$ cat src/rtl/coax_pkg.sv
// coax_pkg -- definitions shared by the 3270 coax transmitter and receiver.
//
// Contents:
//   tx_state_t        : transmitter frame-sequencer states
//   QUIESCE_BITS      : number of '1' bits that open a frame
//   CV_LOW_HALVES     : code-violation low half-bits
//   CV_HIGH_HALVES    : code-violation high half-bits
//   WORD_BITS         : payload width of one coax word
//   coax_parity()     : parity bit over sync bit + word (shared with coax_rx)
//   manchester_half() : line level for a bit value in a given half-bit
package coax_pkg;

  typedef enum logic [2:0] {
    ST_IDLE,
    ST_QUIESCE,
    ST_CODE_VIOL,
    ST_SYNC,
    ST_DATA,
    ST_PARITY,
    ST_END
  } tx_state_t;

  localparam int QUIESCE_BITS   = 5;
  localparam int CV_LOW_HALVES  = 3;
  localparam int CV_HIGH_HALVES = 3;
  localparam int WORD_BITS      = 10;

  // The leading sync bit (always 1) takes part in the parity.
  function automatic logic coax_parity(input logic [WORD_BITS-1:0] word,
                                       input logic                 even);
    return even ? (^{1'b1, word}) : (~^{1'b1, word});
  endfunction

  // '1' is sent low-then-high, '0' high-then-low.
  function automatic logic manchester_half(input logic bit_val,
                                           input logic first_half);
    return first_half ? ~bit_val : bit_val;
  endfunction

endpackage

$ cat src/rtl/coax_tx_bit_timer.sv
// coax_tx_bit_timer -- half-bit / bit timing for the coax transmitter.
//
// A counter runs 0..CLOCKS_PER_BIT-1 continuously while a frame is in
// progress and is held at zero while restart is high, so the first frame
// clock is always the first clock of a bit.
//
// Ports:
//   clk, reset   : system clock, asynchronous active-high reset
//   restart      : hold the counter at the start of a bit
//   first_half   : current clock lies in the first half of the bit
//   half_strobe  : last clock of either half-bit
//   bit_strobe   : last clock of the bit
module coax_tx_bit_timer #(
  parameter int CLOCKS_PER_BIT = 8
) (
  input  logic clk,
  input  logic reset,
  input  logic restart,
  output logic first_half,
  output logic half_strobe,
  output logic bit_strobe
);

  localparam int CW = $clog2(CLOCKS_PER_BIT);
  localparam logic [CW-1:0] HALF_LAST = CW'(CLOCKS_PER_BIT / 2 - 1);
  localparam logic [CW-1:0] BIT_LAST  = CW'(CLOCKS_PER_BIT - 1);

  logic [CW-1:0] cnt;

  always_ff @(posedge clk or posedge reset) begin
    if (reset) begin
      cnt <= '0;
    end else if (restart || cnt == BIT_LAST) begin
      cnt <= '0;
    end else begin
      cnt <= cnt + 1'b1;
    end
  end

  assign first_half  = (cnt <= HALF_LAST);
  assign half_strobe = (cnt == HALF_LAST) || (cnt == BIT_LAST);
  assign bit_strobe  = (cnt == BIT_LAST);

endmodule

$ cat src/rtl/coax_tx.sv
// coax_tx -- 3270 coax link transmitter.
//
// Serializes 10-bit words into Manchester-coded frames:
//   quiesce (5 x '1'), code violation (3 half-bits low, 3 high),
//   per word: sync '1', 10 data bits MSB first, parity bit,
//   end: sync '0', one full bit high, then line low.
// A one-deep holding register lets back-to-back words share a frame.
//
// Ports:
//   clk, reset : system clock, asynchronous active-high reset
//   data       : word to send (captured on load while ready)
//   load       : single-cycle strobe
//   ready      : holding register can accept a word
//   parity     : 1 = even, 0 = odd; sampled when a word enters the shifter
//   tx         : registered line output
//   active     : frame in progress (driver enable)
//   tx_delay   : tx delayed CLOCKS_PER_BIT/4 clocks, zero while inactive
//                (only when COAX_TX_DELAY_EN is defined)
//
// CLOCKS_PER_BIT must be a multiple of 4 and at least 4.
module coax_tx
  import coax_pkg::*;
#(
  parameter int CLOCKS_PER_BIT = 8
) (
  input  logic                 clk,
  input  logic                 reset,
  input  logic [WORD_BITS-1:0] data,
  input  logic                 load,
  output logic                 ready,
  input  logic                 parity,
  output logic                 tx,
  output logic                 active
`ifdef COAX_TX_DELAY_EN
  ,
  output logic                 tx_delay
`endif
);

  localparam logic [3:0] QUIESCE_LAST = 4'(QUIESCE_BITS - 1);
  localparam logic [3:0] CV_LOW_END   = 4'(CV_LOW_HALVES);
  localparam logic [3:0] CV_LAST      = 4'(CV_LOW_HALVES + CV_HIGH_HALVES - 1);
  localparam logic [3:0] DATA_LAST    = 4'(WORD_BITS - 1);
  localparam logic [3:0] END_LAST     = 4'd1;

  tx_state_t            state, state_next;
  logic [3:0]           cnt, cnt_next;
  logic                 transfer;
  logic                 tx_next;
  logic [WORD_BITS-1:0] hold;
  logic                 hold_full;
  logic [WORD_BITS-1:0] shifter;
  logic                 par_bit;
  logic                 first_half, half_strobe, bit_strobe;

  coax_tx_bit_timer #(
    .CLOCKS_PER_BIT(CLOCKS_PER_BIT)
  ) u_timer (
    .clk        (clk),
    .reset      (reset),
    .restart    (state == ST_IDLE),
    .first_half (first_half),
    .half_strobe(half_strobe),
    .bit_strobe (bit_strobe)
  );

  // A word arriving in the same cycle the held word leaves is still taken.
  assign ready = ~hold_full | transfer;

  always_ff @(posedge clk or posedge reset) begin
    if (reset) begin
      state <= ST_IDLE;
      cnt   <= '0;
    end else begin
      state <= state_next;
      cnt   <= cnt_next;
    end
  end

  // cnt counts bits, except in the code violation where it counts half-bits.
  always_comb begin
    state_next = state;
    cnt_next   = cnt;
    transfer   = 1'b0;
    tx_next    = 1'b0;
    case (state)
      ST_IDLE: begin
        if (hold_full) begin
          state_next = ST_QUIESCE;
          cnt_next   = '0;
        end
      end
      ST_QUIESCE: begin
        tx_next = manchester_half(1'b1, first_half);
        if (bit_strobe) begin
          if (cnt == QUIESCE_LAST) begin
            state_next = ST_CODE_VIOL;
            cnt_next   = '0;
          end else begin
            cnt_next = cnt + 4'd1;
          end
        end
      end
      ST_CODE_VIOL: begin
        tx_next = (cnt >= CV_LOW_END);
        if (half_strobe) begin
          if (cnt == CV_LAST) begin
            state_next = ST_SYNC;
            cnt_next   = '0;
            transfer   = 1'b1;
          end else begin
            cnt_next = cnt + 4'd1;
          end
        end
      end
      ST_SYNC: begin
        tx_next = manchester_half(1'b1, first_half);
        if (bit_strobe) begin
          state_next = ST_DATA;
          cnt_next   = '0;
        end
      end
      ST_DATA: begin
        tx_next = manchester_half(shifter[WORD_BITS-1], first_half);
        if (bit_strobe) begin
          if (cnt == DATA_LAST) begin
            state_next = ST_PARITY;
            cnt_next   = '0;
          end else begin
            cnt_next = cnt + 4'd1;
          end
        end
      end
      ST_PARITY: begin
        tx_next = manchester_half(par_bit, first_half);
        if (bit_strobe) begin
          cnt_next = '0;
          if (hold_full) begin
            state_next = ST_SYNC;
            transfer   = 1'b1;
          end else begin
            state_next = ST_END;
          end
        end
      end
      ST_END: begin
        tx_next = (cnt == '0) ? manchester_half(1'b0, first_half) : 1'b1;
        if (bit_strobe) begin
          if (cnt == END_LAST) begin
            state_next = ST_IDLE;
            cnt_next   = '0;
          end else begin
            cnt_next = cnt + 4'd1;
          end
        end
      end
      default: begin
        state_next = ST_IDLE;
        cnt_next   = '0;
      end
    endcase
  end

  // Holding register: capture on accepted load, drain on transfer.
  always_ff @(posedge clk or posedge reset) begin
    if (reset) begin
      hold      <= '0;
      hold_full <= 1'b0;
    end else if (load && ready) begin
      hold      <= data;
      hold_full <= 1'b1;
    end else if (transfer) begin
      hold_full <= 1'b0;
    end
  end

  // Parity is fixed at the moment the word enters the shifter.
  always_ff @(posedge clk or posedge reset) begin
    if (reset) begin
      shifter <= '0;
      par_bit <= 1'b0;
    end else if (transfer) begin
      shifter <= hold;
      par_bit <= coax_parity(hold, parity);
    end else if (state == ST_DATA && bit_strobe) begin
      shifter <= {shifter[WORD_BITS-2:0], 1'b0};
    end
  end

  // Line outputs trail the sequencer by one clock so they come straight
  // from flops.
  always_ff @(posedge clk or posedge reset) begin
    if (reset) begin
      tx     <= 1'b0;
      active <= 1'b0;
    end else begin
      tx     <= tx_next;
      active <= (state != ST_IDLE);
    end
  end

`ifdef COAX_TX_DELAY_EN
  localparam int DELAY = CLOCKS_PER_BIT / 4;

  logic [DELAY-1:0] tx_pipe;

  always_ff @(posedge clk or posedge reset) begin
    if (reset) begin
      tx_pipe <= '0;
    end else begin
      tx_pipe[0] <= tx;
      for (int i = 1; i < DELAY; i++) begin
        tx_pipe[i] <= tx_pipe[i-1];
      end
    end
  end

  assign tx_delay = active & tx_pipe[DELAY-1];
`endif

endmodule

$ cat config.mk
export PLATFORM = sky130hd
export DESIGN_NAME = coax_tx
export DESIGN_NICKNAME = d
export VERILOG_FILES = /design/src/rtl/coax_pkg.sv /design/src/rtl/coax_tx_bit_timer.sv /design/src/rtl/coax_tx.sv
export SDC_FILE = /design/constraint.sdc
export NUM_CORES = 1
export LEC_CHECK = 0
export BUFFER_PORTS_ARGS = -buffer_cell sky130_fd_sc_hd__buf_2
export CAP_MARGIN = 25
export CORE_MARGIN = 5
export CORE_UTILIZATION = 52
export CTS_BUF_LIST = sky130_fd_sc_hd__clkbuf_16
export CTS_CLUSTER_SIZE = 12
export DETAILED_ROUTE_END_ITERATION = 12
export PLACE_DENSITY = 0.74
export SYNTH_ARGS = -nofsm -noshare
export SYNTH_HDL_FRONTEND = slang
export SYNTH_SLANG_ARGS = --single-unit
$ cat constraint.sdc
create_clock -name clk -period 2.2 [get_ports clk]
set_clock_uncertainty 0.2 [all_clocks]
set_input_delay 0.22 -clock clk [delete_from_list [all_inputs] [get_ports clk]]
set_output_delay 0.22 -clock clk [all_outputs]
set_load 0.01 [all_outputs]
# == Word level (Yosys, flattened, before mapping) ==
# Index checks and enable logic that the tools add are counted.
# totals
register_bits,34
out_inout_bits,3
inputBits,14
# classes
add_sub_neg,2
eq_ne,24
order_cmp,2
mux,41
bitwise,4
n_reduce_logical,15
# ops
op,n
2-to-1 mux 4 bit,10
2-to-1 mux 3 bit,13
case mux 4 bit (6 select lines),1
inequality test 2 bit (second input constant),11
case mux 3 bit (7 select lines),1
2-to-1 mux 10 bit,2
equality test 3 bit (second input constant),4
2-to-1 mux 1 bit,12
AND reduction 11 bit,1
XNOR reduction 11 bit,1
XOR reduction 11 bit,1
equality test 3 x 2 -> 1 bit (second input constant),3
equality test 4 x 3 -> 1 bit (second input constant),2
AND reduction 6 bit,1
case mux 1 bit (5 select lines),1
adder 4 x 1 -> 4 bit (second input constant),1
equality test 4 x 1 -> 1 bit (second input constant),1
equality test 4 bit (second input constant),1
>= comparator 4 x 2 -> 1 bit (second input constant),1
zero test 4 bit,1
nonzero test 2 bit,2
OR reduction 2 bit,2
adder 3 x 1 -> 3 bit (second input constant),1
equality test 3 x 1 -> 1 bit (second input constant),1
other kinds (9),13

# == Logic depth before layout (Yosys ltp) ==
# Gate-level depths: netlist of run 1.
# depth
word_depth,7
mapped_depth,8

# == Cells and area by module ==
# Synthesis of run 1 repeated with hierarchy kept, for this count alone.
# hier_totals
hier_cells,174
area_unflattened_um2,1894.3
# by_module_without_submodules
module,cells_each,area_each_um2,n_inst
coax_tx,160,1739.2,1
coax_tx_bit_timer,14,155.1,1

# == Worst setup path after synthesis of run 1 ==
# No wires, ideal clock.
# synth_path
path_type,flip-flop to flip-flop
from,register u_timer.cnt[0]
to,register hold[0]
path_slack_ps,76
path_buffers,0
path_stages_with_launch,8
arrival_time_ps,1796
cell_sequence,dfrtp_1 -> ha_1 -> ha_1 -> nand2_1 -> nor2_1 -> nand3b_1 -> nand2_2 -> mux2_1
# synth_via
elab_chain_len,6
word_cells_on_any_way,8
# synth_rtl
element,line,rtl
"start, declared",coax_tx_bit_timer.sv:28,logic [CW-1:0] cnt;
"start signal, assigned",coax_tx_bit_timer.sv:36,cnt <= cnt + 1'b1;
equality test 3 x 2 -> 1 bit or equality test 3 bit (tied branches),"coax_tx_bit_timer.sv:41, coax_tx_bit_timer.sv:42",
logical OR 1 bit,coax_tx_bit_timer.sv:41,assign half_strobe = (cnt == HALF_LAST) || (cnt == BIT_LAST);
2-to-1 mux 1 bit,coax_tx.sv:106,if (half_strobe) begin
case mux 1 bit (2 select lines) *,coax_tx.sv:86,case (state)
OR 1 bit *,coax_tx.sv:68,assign ready = ~hold_full | transfer;
net ready,coax_tx.sv:30,"output logic ready,"
logical AND 1 bit *,coax_tx.sv:169,end else if (load && ready) begin
"end signal, assigned",coax_tx.sv:170,hold <= data;
"end, declared",coax_tx.sv:50,logic [WORD_BITS-1:0] hold;
# The timed path passes the listed nets; every way through them passes the cells marked *.
# A chain may end at the register's enable or synchronous reset.

# == Worst setup path after layout of run 1 ==
# layout_path
from,register u_timer.cnt[0]
to,register state[2]
# layout_via
elab_chain_len,4
word_cells_on_any_way,10
# layout_rtl
element,line,rtl
equality test 3 x 2 -> 1 bit or equality test 3 bit (tied branches),"coax_tx_bit_timer.sv:41, coax_tx_bit_timer.sv:42",
logical OR 1 bit,coax_tx_bit_timer.sv:41,
inequality test 2 bit (no line),n/a,
AND reduction 11 bit (no line) *,n/a,
"end signal, assigned",coax_tx.sv:75,state <= state_next;
"end, declared",coax_tx.sv:46,"tx_state_t state, state_next;"
# Mark *: on every way between the ends. The rest lies on a longest branch, timed or not.

==> metrics.md, run 1 <==
| Metric | Value |
|---|---|
| Total Routing Usage GR | `0.1778` |
| FF+latch count, synth | `34` |
| Final setup TNS | `0 ns` |
| Reg-to-Reg Start | `u_timer.cnt[0]` |
| Reg-to-reg critical path endpoint | `state[2]` |
| Status | `completed` |
| Async set-or-reset flop fraction in the synthesized netlist | `1.000` |
| Post-Layout Cell Count | `between 200 and 300` |
| Unrepaired setup endpoints after global routing | `true` |
| RePlAce Congestion | `between 0.8 and 0.9` |
| Total die area | `4779 um2` |
| Fill cell count | `between 200 and 300` |
| VDD IR max | `0.5760 mV` |
| Clock transition at the registers of the reported paths | `approximately 0.050 ns` |
| Met1 GRT Util | `0.2337` |
| Pwr dens | `568.2 nW/um2` |
| Synth area leaders | `dfrtp_1 (47%), mux2_1 (6.2%), mux2i_1 (5.0%)` |
| Seq. cell area | `roughly 850 um2` |
| Starting density of the core | `0.5406` |
| H-Tree Depth | `2` |
| Most common cell after layout, fill and taps aside | `dfrtp_1` |
| DP HPWL | `2.500 mm` |
| Largest family of logic cells by synthesized area | `compound AO/OA/AOI/OAI gates` |
| Warnings from Yosys | `0` |
| Synth Instances | `171` |
| Post-synthesis sequential area ratio | `0.4680` |
| Post-synth top area cell | `dfrtp_1` |
| Number of synthesized flops with an enable pin | `0` |
| Area of the multi-input gates | `940.9 um2` |
| Count of final setup violators | `0` |
| CTS Sinks | `34` |
| Post-Syn Area | `roughly 1800 um2` |
| Hold crit path type | `flip-flop to flip-flop` |
| Worst skew pair latency | `roughly 0.27 ns` |
| Post-DRT Antenna Nets | `0` |
| Slew headroom | `0.6709` |
| Final nets | `231` |
| Met2 usage | `0.2775` |
| Area Overhead vs Synth | `26.91%` |
| End of the critical path | `state[2]` |
| Final wirelength | `about 4 mm` |
| Synthesized Nets | `roughly 190` |
| Critical Path RT | `about 2.2 ns` |
| Root buffer cell | `clkbuf_16` |
| Cts bufs inserted | `5` |
| Slew Limit Fails | `0` |
| Xor/xnor share of the synthesized area | `0.05299` |
| Vias in the first global route | `1430` |
| Final hold violation count | `0` |
| Most frequent cells in the layout | `dfrtp_1 (33), buf_2 (16), inv_1 (12), dlygate4sd3_1 (12)` |
| Placed cells | `between 200 and 250` |
| Mean area per synthesized cell | `roughly 11 um2` |
| Row count | `21` |
| Die width | `69.13 um` |
| Mux cell area share after synthesis | `0.1115` |
| Crit share post-route | `0.9892` |
| Avg WL per Cell | `around 16 um` |
| Pleak | `about 1.1 nW` |
| Met3 global-route usage | `0.05233` |
| Pin count of the biggest net entering global routing | `35` |
| TritonCTS clock tree | `built` |
| Crit path launch | `u_timer.cnt[0]` |
| R2r worst-path depth | `6` |
| Simple-gate portion of the synthesized area | `0.1376` |
| CORE AREA | `approximately 3400 um2` |
| Detailed Routing Iterations Pass 1 | `4` |
| Pin slew with the least headroom to its limit | `~0.49 ns` |
| Clock buffer depth | `2` |
| Port bufs | `16` |
| Arrival @ worst endpoint | `between 2 and 2.5 ns` |
| Crit. End Element | `flip-flop` |
| Initial antenna violation count | `0` |
| Initial DRC Count | `61` |
| GRT overflow | `0` |
| Ports | `17` |
| Share of cells above drive strength 1 | `0.2227` |
| Max FO, Critical Path | `9` |
| Total power | `roughly 1.3 mW` |
| Drt drc | `0` |
| R2R setup slack | `around 0.024 ns` |
| Fmax | `0.4595 GHz` |
| Diode count | `0` |
| Crit Path Category | `flip-flop to flip-flop` |
| Post-synthesis cell type count | `48` |
| Post-synthesis adder-cell area fraction | `0.04129` |
| Share of the synthesized area in the top cell type | `0.4680` |
| Max cap viols | `0` |
| DR vias/cell | `5.486` |
| Final Util | `0.6860` |
| Synth Area in Compound Gates | `0.1466` |
| WHS | `~0.32 ns` |
| Final min period | `roughly 2.2 ns` |
| Chip height | `roughly 69 um` |
| Main synth FF type | `dfrtp_1` |
| First-pass GRT wire length | `6.824 mm` |
| DR vias | `1410` |
| Layer with the highest usage | `met2` |
| Crit start category | `flip-flop` |
-- per-layer routing --
metal	part of all wire	wire [um]
met1	0.44	1765
met2	0.49	1999
met3	0.057	229
met4	0.014	55
met5	0	0
-- state kept, by name, summed over array words and instances, names as in the netlist --
signal and count:
u_timer.cnt 3, tx 1, state 3, hold 10, shifter 10, active 1, hold_full 1, cnt 4
par_bit 1
-- power by group --
group	total, mW	switching, mW	internal [mW]
Clock	0.637	0.233	0.404
Combinational	0.0478	0.0218	0.0260
Sequential	0.626	0	0.626
Total	1.31	0.255	1.06
-- synth_stat cells (all sizes together), types with 3 or more instances --
cell type	count
or3	3
nor3	4
o21ai	9
inv	11
mux2	10
ha	6
dfrtp	34
buf	5
xnor2	10
nand2b	5
mux2i	9
nor2	10
nand2	10
a21oi	11
-- repair_timing --
item,4_1_cts,5_1_grt
pin swaps,1,4
hold buffers,12,0
gates resized for setup,2,10
setup endpoints to repair,11,15
hold endpoints to repair,45,0
buffers inserted,0,4
-- critical path: stages (launching register included) --
cell	delay, ns
dfrtp_1	0.40
ha_4	0.17
or3b_4	0.38
a21boi_2	0.23
a221oi_4	0.09
or3_1	0.34
a22o_1	0.24
-- area by class of cell --
cell class	count	area share
Sequential cell	34	0.3693
Clock buffer	5	0.05423
Inverter	11	0.01790
Tap cell	46	0.02495
Timing Repair Buffer	39	0.1226
Multi-Input combinational cell	120	0.4078
Clock inverter	2	0.003254
-- cells by family after synthesis --
logic type / after synthesis
buffers and inverters: 17
AOI/OAI and AO/OA: 38
DFF: 34
xor gates and xnor gates: 11
and+or+nand+nor: 46
adders and majority gates: 6
muxes: 19
-- per-stage QoR --
stage               cell area, um2  setup slack [ns]
finish                        2307           0.02376
detailed placement            1973           0.01057
CTS                           2238           0.01680
global placement              1973            0.1129
floorplan                     1818           0.07634
global route                  2307          -0.07017
-- how the worst min path moves through the flow --
stage / to / start / cells past startpoint / slack [ns]
after floorplan: hold_full / load / 1 / 0.13
after detailed placement: hold[9] / reset / 3 / 0.13
after CTS: u_timer.cnt[0] / u_timer.cnt[0] / 1 / 0.32
final: par_bit / par_bit / 2 / 0.32
after global placement: u_timer.cnt[1] / reset / 3 / 0.12
after global routing: par_bit / par_bit / 2 / 0.36
Power figures use the tool's default switching activity.
==> run 2: changes to the inputs <==
--- a/config.mk
+++ b/config.mk
@@ -8,11 +8,11 @@
 export BUFFER_PORTS_ARGS = -buffer_cell sky130_fd_sc_hd__buf_2
 export CAP_MARGIN = 25
 export CORE_MARGIN = 5
-export CORE_UTILIZATION = 52
+export CORE_UTILIZATION = 63
 export CTS_BUF_LIST = sky130_fd_sc_hd__clkbuf_16
 export CTS_CLUSTER_SIZE = 12
 export DETAILED_ROUTE_END_ITERATION = 12
-export PLACE_DENSITY = 0.74
+export PLACE_DENSITY = 0.84
 export SYNTH_ARGS = -nofsm -noshare
 export SYNTH_HDL_FRONTEND = slang
 export SYNTH_SLANG_ARGS = --single-unit
==> constraint.sdc (replaced) <==
create_clock -name clk -period 2.6 [get_ports clk]
set_clock_uncertainty 0.2 [all_clocks]
set_input_delay 0.26 -clock clk [delete_from_list [all_inputs] [get_ports clk]]
set_output_delay 0.26 -clock clk [all_outputs]
set_load 0.01 [all_outputs]
==> run 2 against run 1 <==
Worst hold slack worse by 0.32 ns. First-iteration DRC count up 28%. Combinational power down 44%. Final area down 7.6%. Clock power up 18%. Via count up 0.28%. Core utilization up 8.7 points. Cell count down 12%. Register-to-register slack better by 0.23 ns. Clock-buffer cell count unchanged. Critical endpoint is now hold[0]. Worst setup slack better by 0.23 ns. Wire length up 1.1%.
==> metrics.md, run 2 (synthesized netlist as in run 1, its figures left out) <==
| Metric | Value |
|---|---|
| Status | `completed` |
| Fmax | `between 0.4 and 0.5 GHz` |
| Crit share post-route | `0.9027` |
| Crit path max-delay family | `simple AND/OR/NAND/NOR gates` |
| Unrepaired setup endpoints after global routing | `false` |
| Final hold violation count | `0` |
| Diode count | `0` |
| Final nets | `213` |
| Final wirelength | `4.093 mm` |
| Top flop regs | `hold x10, shifter x10, cnt x4` |
| CP Buf/Inv Count | `0` |
| TritonCTS clock tree | `built` |
| WHS | `between 0.001 and 0.0015 ns` |
| Count of final setup violators | `0` |
| Post-DRT Antenna Nets | `0` |
| Area Overhead vs Synth | `17.21%` |
| Clock buffer depth | `2` |
| Slew Limit Fails | `0` |
| Die width | `about 64 um` |
| Pleak | `0.9875 nW` |
| Initial DRC Count | `between 70 and 80` |
| Fill cell count | `171` |
| Drt drc | `0` |
| Clock transition at the registers of the reported paths | `~0.05 ns` |
| Slew headroom | `0.5584` |
| Max cap viols | `0` |
| RePlAce Congestion | `~0.84` |
| Share of cells above drive strength 1 | `0.1753` |
| Total die area | `slightly above 4000 um2` |
| Total Routing Usage GR | `0.2273` |
| Post-Layout Cell Count | `~230` |
| Worst skew pair latency | `0.27 ns` |
| Detailed Routing Iterations Pass 1 | `4` |
| Placed cells | `216` |
| Cell breakdown of the critical path | `ha_1 -> ha_1 -> nand2_1 -> nor2_1 -> nand3b_1 -> nand2_2 -> mux2_1` |
| Starting density of the core | `0.6593` |
| Pin count of the biggest net entering global routing | `23` |
| CTS Sinks | `34` |
| Crit. End Element | `flip-flop` |
| Crit-path most repeated cell | `ha_1` |
| Pwr dens | `614.6 nW/um2` |
| Crit Path Category | `flip-flop to flip-flop` |
| Crit-path max cell delay | `0.40 ns` |
| First-pass GRT wire length | `between 7 and 8 mm` |
| Final setup TNS | `0 ns` |
| Most common cell after layout, fill and taps aside | `dfrtp_1` |
| Row count | `19` |
| H-Tree Depth | `2` |
| Avg WL per Cell | `around 18 um` |
| Chip height | `63.72 um` |
| Pin slew with the least headroom to its limit | `around 0.66 ns` |
| Most frequent cells in the layout | `dfrtp_1 (34), buf_2 (16), a21oi_1 (11), inv_1 (11)` |
| CORE AREA | `between 2000 and 3000 um2` |
| Root buffer cell | `clkbuf_16` |
| Cts bufs inserted | `5` |
| Initial antenna violation count | `0` |
| Crit start category | `flip-flop` |
| DR vias/cell | `6.284` |
| Max FO, Critical Path | `10` |
| Ports | `17` |
| DP HPWL | `2.747 mm` |
| Vias in the first global route | `approximately 1600` |
| Critical Path RT | `2.55 ns` |
| VDD IR max | `around 0.68 mV` |
| Port bufs | `16` |
| DR vias | `between 1000 and 1500` |
| GRT overflow | `0` |
| CP max stage cell | `dfrtp_1` |
| Final min period | `roughly 2.3 ns` |
| CTS resizes | `0` |
| Arrival @ worst endpoint | `about 2.3 ns` |
| Hold crit path type | `input port to flip-flop` |
==> run 2: cell types whose count changed in the layout (fill, tap and decap cells not counted), moves of 2 or more <==
cell           change
dlygate4sd3_1     -11
buf_4              -7
ha_1               +3
bufinv_16          +2
ha_4               -2
==> run 2: power breakdown <==
group          switching [mW]  total (mW)  internal, mW  leakage, nW
clock network           0.208       0.753         0.545       0.0915
registers                   0       0.530         0.530        0.450
logic                  0.0157      0.0269        0.0112        0.446
total                   0.223        1.31          1.09        0.988
==> run 2: stage by stage <==
stage               instance area (um2)  worst slack (ns)    util  total power, mW
finish                             2131            0.2529  0.7727            1.310
global route                       2131           0.09764  0.7727            1.348
CTS                                2131            0.2492  0.7727            1.313
detailed placement                 1932            0.3090  0.7005           0.5646
global placement                   1932            0.4334  0.7005           0.5631
floorplan                          1818            0.4763       -           0.5500
==> run 2: path summary, 6_finish.rpt <==
check                      depth (start not counted)             end  slack [ns]      startpoint
setup / recovery                                   7         hold[0]        0.25  u_timer.cnt[0]
hold / removal                                     2       hold_full       0.001            load
setup reg to reg                                   7         hold[0]        0.25  u_timer.cnt[0]
hold reg to reg                                    1  u_timer.cnt[0]        0.29  u_timer.cnt[0]
max in group asynchronous                          4         par_bit        1.07           reset
min in group asynchronous                          3          active        0.43           reset
==> run 2: layer usage <==
layer / global-route usage / part of all wire / up-vias
met5: 0 / 0 / -
met4: 0.1039 / 0.029 / 0
met3: 0.05506 / 0.051 / 13
met2: 0.3744 / 0.51 / 53
met1: 0.2810 / 0.41 / 699
li1: - / - / 649
==> run 2: cell type report <==
| class | instances | area, um2 | area share |
|---|---|---|---|
| Clock buffer | 5 | 125.1 | 0.05872 |
| Sequential cell | 34 | 850.8 | 0.3993 |
| Inverter | 11 | 41.29 | 0.01938 |
| Multi-Input combinational cell | 120 | 890.9 | 0.4181 |
| Tap cell | 31 | 38.79 | 0.01820 |
| Clock inverter | 3 | 63.81 | 0.02995 |
| Timing Repair Buffer | 21 | 120.1 | 0.05637 |
==> run 2: repair_timing <==
item	CTS	global route
endpoints found under the hold margin	17	0
hold buffers	1	0
buffers inserted	0	0
==> run 3: changes to the inputs <==
--- a/config.mk
+++ b/config.mk
@@ -9,10 +9,9 @@
 export CAP_MARGIN = 25
 export CORE_MARGIN = 5
 export CORE_UTILIZATION = 63
-export CTS_BUF_LIST = sky130_fd_sc_hd__clkbuf_16
 export CTS_CLUSTER_SIZE = 12
 export DETAILED_ROUTE_END_ITERATION = 12
-export PLACE_DENSITY = 0.84
+export PLACE_DENSITY = 0.81
 export SYNTH_ARGS = -nofsm -noshare
 export SYNTH_HDL_FRONTEND = slang
 export SYNTH_SLANG_ARGS = --single-unit
==> run 3 against run 2 <==
Cell count increased by 4.4%. First-iteration DRC count increased by 5.1%. Combinational power increased by 48%. Critical endpoint is now ready. Largest cell class unchanged. Highest routed layer unchanged.
==> metrics.md, run 3 (synthesized netlist as in run 1, its figures left out) <==
| Metric | Value |
|---|---|
| Initial antenna violation count | `0` |
| Pin slew with the least headroom to its limit | `~0.56 ns` |
| Crit path depth | `6` |
| DP HPWL | `approximately 2.4 mm` |
| Initial DRC Count | `a little over 80` |
| Sequential Power Share | `0.595` |
| Crit. End Element | `output pin` |
| Root buffer cell | `clkbuf_4` |
| Drt drc | `0` |
| Clock transition at the registers of the reported paths | `around 0.10 ns` |
| TritonCTS clock tree | `built` |
| DR vias/cell | `5.915` |
| Dpl ws | `0.3410 ns` |
| Cts bufs inserted | `5` |
| Crit start category | `flip-flop` |
| H-Tree Depth | `2` |
| Ports | `17` |
| Final min period | `2.348 ns` |
| Final worst setup slack | `approximately 0.25 ns` |
| Final hold violation count | `0` |
| Clock Power Share | `0.360` |
| Crit-path max cell delay | `between 0.3 and 0.4 ns` |
| Placed cells | `between 200 and 250` |
| Final Util | `0.7645` |
| RePlAce Congestion | `about 0.86` |
| Most frequent cells in the layout | `dfrtp_1 (34), buf_2 (16), dlygate4sd3_1 (12)` |
| Max cap viols | `0` |
| Int Pwr | `around 680 uW` |
| Count of final setup violators | `0` |
| Fmax | `about 0.43 GHz` |
| Worst skew pair latency | `approximately 0.35 ns` |
| Area Overhead vs Synth | `15.97%` |
| Hold_buf cts | `12` |
| Worst Hold Depth | `1` |
| Diode count | `0` |
| Port bufs | `16` |
| Chip height | `63.72 um` |
| Net switching power | `about 210 uW` |
| Most common cell after layout, fill and taps aside | `dfrtp_1` |
| Crit Path Category | `flip-flop to output pin` |
| Post-Layout Cell Count | `approximately 240` |
| Arrival @ worst endpoint | `roughly 1.9 ns` |
| Total Routing Usage GR | `0.2174` |
| Die width | `63.72 um` |
| Critical Path RT | `2.14 ns` |
| Fill cell count | `170` |
| Cell breakdown of the critical path | `ha_1 -> ha_1 -> nand2_1 -> nor2_1 -> nand3b_1 -> buf_2` |
| CTS resizes | `0` |
| First-pass GRT wire length | `roughly 6.8 mm` |
| Avg WL per Cell | `between 15 and 20 um` |
| R2r worst-path depth | `7` |
| Clock buffer depth | `2` |
| Vias in the first global route | `around 1400` |
| GRT overflow | `0` |
| Final setup TNS | `0 ns` |
| Starting density of the core | `0.6593` |
| CP max stage cell | `dfrtp_1` |
| Total die area | `about 4000 um2` |
| Crit path max-delay family | `adder cells` |
| Seq. cell area | `approximately 850 um2` |
| Setup bufs post-CTS | `0` |
| Crit share post-route | `0.9031` |
| CORE AREA | `around 2800 um2` |
| Pwr dens | `~420 nW/um2` |
| Unrepaired setup endpoints after global routing | `false` |
| Slew headroom | `0.6259` |
| Post-DRT Antenna Nets | `0` |
| CTS Sinks | `34` |
| Hold crit path type | `flip-flop to flip-flop` |
| Detailed Routing Iterations Pass 1 | `4` |
| Final wirelength | `3.870 mm` |
| Status | `completed` |
| Total power | `roughly 900 uW` |
| Area of the multi-input gates | `890.9 um2` |
| Crit-path most repeated cell | `ha_1` |
| Row count | `19` |
| Pin count of the biggest net entering global routing | `35` |
| Pleak | `0.9708 nW` |
| Sw frac | `0.2335` |
| Share of cells above drive strength 1 | `0.1667` |
| CP Buf/Inv Count | `1` |
| Top flop regs | `hold x10, shifter x10, cnt x4` |
| Slew Limit Fails | `0` |
| Max FO, Critical Path | `6` |
| Comb pwr share | `0.045` |
| DR vias | `approximately 1400` |
| Final nets | `approximately 220` |
| VDD IR max | `0.4140 mV` |
run 3: changes by cell type in the layout (fill, tap and decap cells not counted), sizes merged:
cell / previous run / this run
clkbuf: 5 / 6
buf: 20 / 19
bufinv: 2 / 0
dlygate4sd3: 1 / 12
clkinvlp: 0 / 1
run 3: final timing paths:
check | start | end | slack (ns)
worst max-delay path | u_timer.cnt[0] | ready | 0.25
worst min register to register | u_timer.cnt[0] | u_timer.cnt[0] | 0.29
worst min-delay path | u_timer.cnt[0] | u_timer.cnt[0] | 0.29
min in group asynchronous | reset | hold[9] | 0.33
max in group asynchronous | reset | state[2] | 1.56
worst max register to register | u_timer.cnt[0] | hold[5] | 0.26
run 3: area by class of cell:
class / count / share of cell area
Tap cell: 31 / 0.01840
Multi-Input combinational cell: 120 / 0.4226
Timing Repair Buffer: 31 / 0.1056
Clock buffer: 6 / 0.02433
Inverter: 11 / 0.01958
Sequential cell: 34 / 0.4036
Clock inverter: 2 / 0.005935
run 3: metal layers:
metal	vias to the layer above	part of all wire	track usage	wire (um)
met1	668	0.44	0.2816	1722
met5	-	0	0	0
met4	0	0.036	0.1169	138
li1	672	-	-	-
met3	13	0.052	0.07105	202
met2	37	0.47	0.3223	1806
run 3: power groups by stage:
stage	clock (mW)	combinational, mW	sequential (mW)
floorplan	0	0.0112	0.539
global placement	0	0.0235	0.539
detailed placement	0	0.0250	0.539
CTS	0.322	0.0386	0.528
global route	0.349	0.0450	0.529
finish	0.319	0.0397	0.528
run 3: worst register-to-register path: cells and delay by family, from the launching register on:
kind,cells,cell delay [ns]
flops,1,0.41
simple gates,4,0.69
mux,1,0.40
fa+ha+maj,2,0.53
run 3: through the flow:
stage,hold WS (ns),cell area (um2)
5_1_grt,0.3352,2108
4_1_cts,0.2841,2108
6_report,0.2898,2108
3_5_place_dp,0.1708,1924
3_3_place_gp,0.1598,1924
2_1_floorplan,0.1684,1818
